--- src/rtl/controlador_calculadora.sv ---
// Sequencing controller for an 8-bit calculator built around an external adder/subtractor.
// Define CALC_MUL_EN to include the shift-add multiplier; otherwise MUL completes with err=1.
module controlador_calculadora (
  input  logic       clk,
  input  logic       rst_n,
  input  logic       in_valid,
  output logic       in_ready,
  input  logic [1:0] op,
  input  logic [7:0] operand_a,
  input  logic [7:0] operand_b,
  output logic [7:0] dp_a,
  output logic [7:0] dp_b,
  output logic       dp_sel,
  input  logic [7:0] dp_result,
  input  logic       dp_cout,
  output logic       out_valid,
  input  logic       out_ready,
  output logic [7:0] result,
  output logic       carry,
  output logic       ovf,
  output logic       zero,
  output logic       err,
  output logic       busy
);

  // state  | meaning
  // S_IDLE | waiting for a request, in_ready high
  // S_EXEC | single-cycle add/sub/compare through the datapath
  // S_MUL  | eight shift-add iterations (only with CALC_MUL_EN)
  // S_DONE | result valid, waiting for out_ready
  typedef enum logic [1:0] {
    S_IDLE = 2'd0,
    S_EXEC = 2'd1,
`ifdef CALC_MUL_EN
    S_MUL  = 2'd2,
`endif
    S_DONE = 2'd3
  } state_t;

  localparam logic [1:0] OP_ADD = 2'b00;
  localparam logic [1:0] OP_SUB = 2'b01;
  localparam logic [1:0] OP_MUL = 2'b10;
  localparam logic [1:0] OP_CMP = 2'b11;

  state_t     state, state_nxt;
  logic [1:0] op_q;
  logic [7:0] a_q, b_q;
  logic       ovf_w;

`ifdef CALC_MUL_EN
  logic [7:0] p_q, m_q, q_q;
  logic [2:0] cnt_q;
  logic       m_lost_q, c_acc_q;
  logic [7:0] p_nxt;
  logic       c_nxt;

  assign p_nxt = q_q[0] ? dp_result : p_q;
  // A set bit of Q meeting a bit already shifted out of M means the product exceeds 255.
  assign c_nxt = c_acc_q | (q_q[0] & (dp_cout | m_lost_q));
`endif

  assign in_ready  = (state == S_IDLE);
  assign busy      = (state != S_IDLE);
  assign out_valid = (state == S_DONE);

  // Subtraction inverts B, so its effective sign flips before the overflow test.
  assign ovf_w = (a_q[7] == (b_q[7] ^ op_q[0])) && (dp_result[7] != a_q[7]);

  always_ff @(posedge clk or negedge rst_n) begin
    if (!rst_n) state <= S_IDLE;
    else        state <= state_nxt;
  end

  always_comb begin
    state_nxt = state;
    dp_a      = 8'h00;
    dp_b      = 8'h00;
    dp_sel    = 1'b0;
    case (state)
      S_IDLE: begin
        if (in_valid) begin
`ifdef CALC_MUL_EN
          state_nxt = (op == OP_MUL) ? S_MUL : S_EXEC;
`else
          state_nxt = S_EXEC;
`endif
        end
      end
      S_EXEC: begin
        dp_a      = a_q;
        dp_b      = b_q;
        dp_sel    = op_q[0];
        state_nxt = S_DONE;
      end
`ifdef CALC_MUL_EN
      S_MUL: begin
        dp_a = p_q;
        dp_b = m_q;
        if (cnt_q == 3'd0) state_nxt = S_DONE;
      end
`endif
      S_DONE: begin
        if (out_ready) state_nxt = S_IDLE;
      end
      default: state_nxt = S_IDLE;
    endcase
  end

  always_ff @(posedge clk or negedge rst_n) begin
    if (!rst_n) begin
      op_q     <= OP_ADD;
      a_q      <= 8'h00;
      b_q      <= 8'h00;
      result   <= 8'h00;
      carry    <= 1'b0;
      ovf      <= 1'b0;
      zero     <= 1'b0;
      err      <= 1'b0;
`ifdef CALC_MUL_EN
      p_q      <= 8'h00;
      m_q      <= 8'h00;
      q_q      <= 8'h00;
      cnt_q    <= 3'd0;
      m_lost_q <= 1'b0;
      c_acc_q  <= 1'b0;
`endif
    end else begin
      case (state)
        S_IDLE: begin
          if (in_valid) begin
            op_q     <= op;
            a_q      <= operand_a;
            b_q      <= operand_b;
`ifdef CALC_MUL_EN
            p_q      <= 8'h00;
            m_q      <= operand_a;
            q_q      <= operand_b;
            cnt_q    <= 3'd7;
            m_lost_q <= 1'b0;
            c_acc_q  <= 1'b0;
`endif
          end
        end
        S_EXEC: begin
          case (op_q)
            OP_ADD, OP_SUB: begin
              result <= dp_result;
              carry  <= dp_cout;
              ovf    <= ovf_w;
              zero   <= (dp_result == 8'h00);
              err    <= 1'b0;
            end
            OP_CMP: begin
              result <= 8'h00;
              carry  <= dp_cout;
              ovf    <= ovf_w;
              zero   <= (a_q == b_q);
              err    <= 1'b0;
            end
            default: begin
              result <= 8'h00;
              carry  <= 1'b0;
              ovf    <= 1'b0;
              zero   <= 1'b0;
              err    <= 1'b1;
            end
          endcase
        end
`ifdef CALC_MUL_EN
        S_MUL: begin
          p_q      <= p_nxt;
          m_q      <= {m_q[6:0], 1'b0};
          q_q      <= {1'b0, q_q[7:1]};
          m_lost_q <= m_lost_q | m_q[7];
          c_acc_q  <= c_nxt;
          cnt_q    <= cnt_q - 3'd1;
          if (cnt_q == 3'd0) begin
            result <= p_nxt;
            carry  <= c_nxt;
            zero   <= (p_nxt == 8'h00);
            ovf    <= 1'b0;
            err    <= 1'b0;
          end
        end
`endif
        default: ;
      endcase
    end
  end

endmodule

--- config.mk ---
export PLATFORM = sky130hd
export DESIGN_NAME = controlador_calculadora
export DESIGN_NICKNAME = d
export VERILOG_FILES = /design/src/rtl/controlador_calculadora.sv
export SDC_FILE = /design/constraint.sdc
export NUM_CORES = 1
export LEC_CHECK = 0
export CORE_MARGIN = 3
export CORE_UTILIZATION = 39
export DETAILED_ROUTE_END_ITERATION = 6
export PLACE_DENSITY_LB_ADDON = 0.2
export SLEW_MARGIN = 10
export SYNTH_ARGS = -nofsm -noshare
export SYNTH_HDL_FRONTEND = slang
export SYNTH_SLANG_ARGS = --single-unit
--- constraint.sdc ---
create_clock -name clk -period 1.3 [get_ports clk]
set_input_delay 0.26 -clock clk [delete_from_list [all_inputs] [get_ports clk]]
set_output_delay 0.26 -clock clk [all_outputs]
set_load 0.02 [all_outputs]
Word-level counts from Yosys, hierarchy flattened:

Cells that the tools add are included.

* flip-flop bits (word level): 32
* input port bits: 31
* output and inout bits: 32
* word-level logic and storage cells: 39

* eq/ne operators: 9
* mux-type cells: 11
* bitwise gates (word level): 1
* reductions and logical operators: 9

Operators by type and width (number)
* $mux 8: 3
* $eq 8x8->1: 1
* $logic_not 8->1: 1
* $pmux 2 s3: 1
* $eq 2x1->1 const B: 2
* $eq 2x2->1 const B: 2
* $logic_not 2->1: 2
* $mux 1: 4
* $mux 2: 2
* $reduce_and 2->1: 2
* $reduce_or 3->1: 1
* $ne 2x1->1 const B: 1
* $ne 2x2->1 const B: 1
* $pmux 1 s2: 1
* $reduce_bool 2->1: 1
* $reduce_or 2->1: 1
* $eq 1x1->1: 1
* $logic_and 1x1->1: 1
* $ne 1x1->1: 1
* $xor 1x1->1: 1

Depth between registers and ports, before layout:

Gate-level depths: netlist of run 1.

* word-level depth: 4
* mapped depth: 5
* mapped depth without buffers: 4

Worst setup path before layout of run 1:

OpenSTA, ideal clock, no wires.

* path kind: reg-to-reg
* start: reg state[0]
* end: reg a_q[1]
* setup time: 125 ps
* arrival: 1402 ps
* required time: 1175 ps
* path slack: -227 ps
* cell stages (with the launch flop): 6
* buffers on the path: 2
* period minus slack after synthesis: 1527 ps
* cells stage by stage: dfrtp_1 -> nor2_2 -> and2_4 -> buf_6 -> buf_12 -> mux2_4

* cells in the longest elaborated chain, start to end: 2

Ends and longest elaborated chain
* start, declared: RTL line 45 `state_t state, state_nxt;`
* start signal, assigned: RTL line 71 `else state <= state_nxt;`
* $logic_not 2->1
* named net in_ready: RTL line 7 `output logic in_ready,`
* $reduce_and 2->1 (no line)
* end signal, assigned: RTL line 132 `a_q <= operand_a;`
* end, declared: RTL line 47 `logic [7:0] a_q, b_q;`

The timed path passes the listed nets, and every way through them passes these cells.
A chain may end at the register's enable or synchronous reset.

Worst setup path in the final report of run 1:

* start: reg state[0]
* end: out dp_sel

* cells in the longest elaborated chain, start to end: 2

Ends and longest elaborated chain
* $eq 2x1->1: RTL line 79 `case (state)`
* $mux 1: RTL line 79
* end, declared: RTL line 13 `output logic dp_sel,`

No other way between the ends.

==> out/metrics.yaml, run 1 <==
status: "complete, but fails checks"
violations: "setup timing"
place.port_buffers: 62
layout_commonest_cell: "dfrtp_1"
startpoint: "state[0]$_DFFE_PN0P_"
die-area_um2: 4852
die_height_um: 69.66
p_int_mw: 4.582
drt_pass1_iterations: 4
min_period_ps: 1584
crit_path_frequent_cell: "buf_6"
pin_count: 63
start_kind: "flip-flop"
fin_crit_sh_pct: 121.8
n_fill_cell: 243
routedWlPerCell_um: 15.28
cp.required_ps: 1040
grt_use_total_pct: 18.39
htree_levels: 2
clkPwrFrac_pct: 12.8
crit_family: "flip-flops"
total_power_mw: 7.147
grt_pass1_wl_mm: 7.010
yosys_warnings: 0
area_growth_pct: 74.90
initial_core_util_pct: 41.90
grt_pass1_vias: 1439
path_clk_slew_ps: 60
max_slew_margin_pct: 73.38
endpoint_kind: "primary output"
numCtsBuffers: 5
combPwrFrac_pct: 62.5
clock_latency_ps: 280
cts_root_buf: "clkbuf_8"
cts_tree: "done"
cp_cell_sequence: "and2b_2 > buf_6 > and2_4 > buf_6"
clock-sinks: 32
overflow: 0
rsz0062_at_grt: "yes"
r2r_slack_ps: -260
setup_viol_count_final: 38
final_nets: 263
fp.coreArea_um2: 3771
drt-initial-drc-count: 31
antenna_found_initial: 0
ant_nets: 0
critPathMaxStageDelay_ps: 390
drive_gt1_share_pct: 45.06
rr_startpoint: "state[1]$_DFFE_PN0P_"
cp_max_fo: 7
cp.arrival_ps: 1320
drc: 0
row_count: 22
via_per_inst: 4.804
cts_max_path_buffers: 2
hold_ws_ps: 344.7
antenna_cells: 0
ys_seq_area_share_pct: 50.67
synth-seq-cells: 32
hpwl_mm: 2.875
grt_max_degree: 33
tightest_slew_ps: 395.7
max_freq_ghz: 0.6315
swShare_pct: 35.89
yosysUniqueCellTypes: 30
synthesis.instances: 138
vdd_drop_max_uv: 1623
final_cell_mix: "32 x dfrtp_1, 28 x buf_6, 27 x clkdlybuf4s50_1"
drv_slew: 0
p_per_area_nw_per_um2: 2586
finClkSkew_ps: 8.127
critPathKind: "flip-flop to primary output"
wirelength_mm: 4.295
synth_edf_count: 0
die_w_um: 69.66
p_sw_mw: 2.565
hp-class: "primary input to async pin"
crit_cells: 4
drv_cap: 0
synth_area_per_cell_um2: 11.45
cp_num_buf_inv: 2
gp_congestion: 0.7582
route.vias.total: 1350
syn-num-nets: 169
seq_power_share_pct: 24.6
ys.flop_type: "dfrtp_1"
syn_area_um2: 1580
ys_async_sr_fraction_pct: 100.0
rr_worst_depth: 7
hold_viol: 0
p_leak_nw: 1.333
crit_slowest_cell: "dfrtp_1"
setup_ws_ps: -283.5
-- area by class of cell --
class | count | area [um^2] | area share (%)
Timing Repair Buffer | 94 | 955.9 | 34.59
Multi-Input combinational cell | 97 | 832.0 | 30.10
Sequential cell | 32 | 800.8 | 28.97
Clock buffer | 6 | 72.57 | 2.626
Tap cell | 48 | 60.06 | 2.173
Clock inverter | 2 | 35.03 | 1.268
Inverter | 2 | 7.507 | 0.2716
-- metal layers --
metal / GRT usage (%) / vias up / wire [um]
met1: 19.82 / 653 / 1642
met4: 7.021 / 0 / 74
met3: 6.232 / 6 / 283
met5: 0 / - / 0
met2: 33.05 / 44 / 2295
li1: - / 647 / -
-- timing repair --
action,in CTS,in global routing
resized for setup,149,24
endpoints found under the setup margin,51,49
pin swaps,18,2
hold buffers,0,0
setup buffers,4,1
gates cloned,2,0
-- final timing paths --
path	endpoint
min in group clk	result[5]$_DFFE_PN0P_
hold reg to reg	result[0]$_DFFE_PN0P_
hold / removal	err$_DFFE_PN0P_
setup reg to reg	b_q[0]$_DFFE_PN0P_
max in group asynchronous	state[1]$_DFFE_PN0P_
setup / recovery	dp_sel
-- sequential cells by signal, indices dropped and copies added (netlist names), 2 cells and up --
signal  cells
a_q         8
op_q        2
result      8
state       2
b_q         8
-- stage by stage --
stage	TNS (ps)	setup WS (ps)	cells	area (um^2)	utilization, %
after floorplan	-1859	-146.3	138	1627	-
after global placement	-11400	-428.4	268	2466	65.39
after detailed placement	-12040	-452.0	268	2466	65.39
after CTS	-7526	-275.0	282	2710	71.86
after global routing	-10480	-326.6	281	2764	73.29
final	-8859	-283.5	281	2764	73.29
-- cell families after synthesis --
family	after synthesis	share of synthesized area [%]
AND/OR/NAND/NOR	63	22.80
flip-flops	32	50.67
multiplexers	18	15.20
buffers and inverters	9	3.801
AO/OA/AOI/OAI	8	3.089
XOR/XNOR	8	4.433
-- cells in the mapped netlist, types with 3 or more instances --
cell type | instances | area (um^2)
nand3b_1 | 8 | 60.06
xnor2_1 | 4 | 35.03
nand2_1 | 19 | 71.32
clkbuf_1 | 3 | 11.26
xor2_1 | 4 | 35.03
mux2_4 | 10 | 150.1
mux2_2 | 8 | 90.09
o21ai_0 | 4 | 20.02
and2_1 | 18 | 112.6
dfrtp_1 | 32 | 800.8
-- power by group through the flow --
stage	logic, mW	registers, mW	clock network, mW
after global routing	4.76	1.82	1.00
after floorplan	1.96	1.97	0
after CTS	4.26	1.74	0.937
after detailed placement	3.89	1.74	0
final	4.47	1.76	0.918
after global placement	3.81	1.72	0
(Power assumes the default switching activity.)
==> inputs of run 2 (changes only) <==
Settings changed: GPL_TIMING_DRIVEN from default to 1.
==> results of run 2 <==
Same layout as run 1: the final DEF is identical, and so are final timing and power.
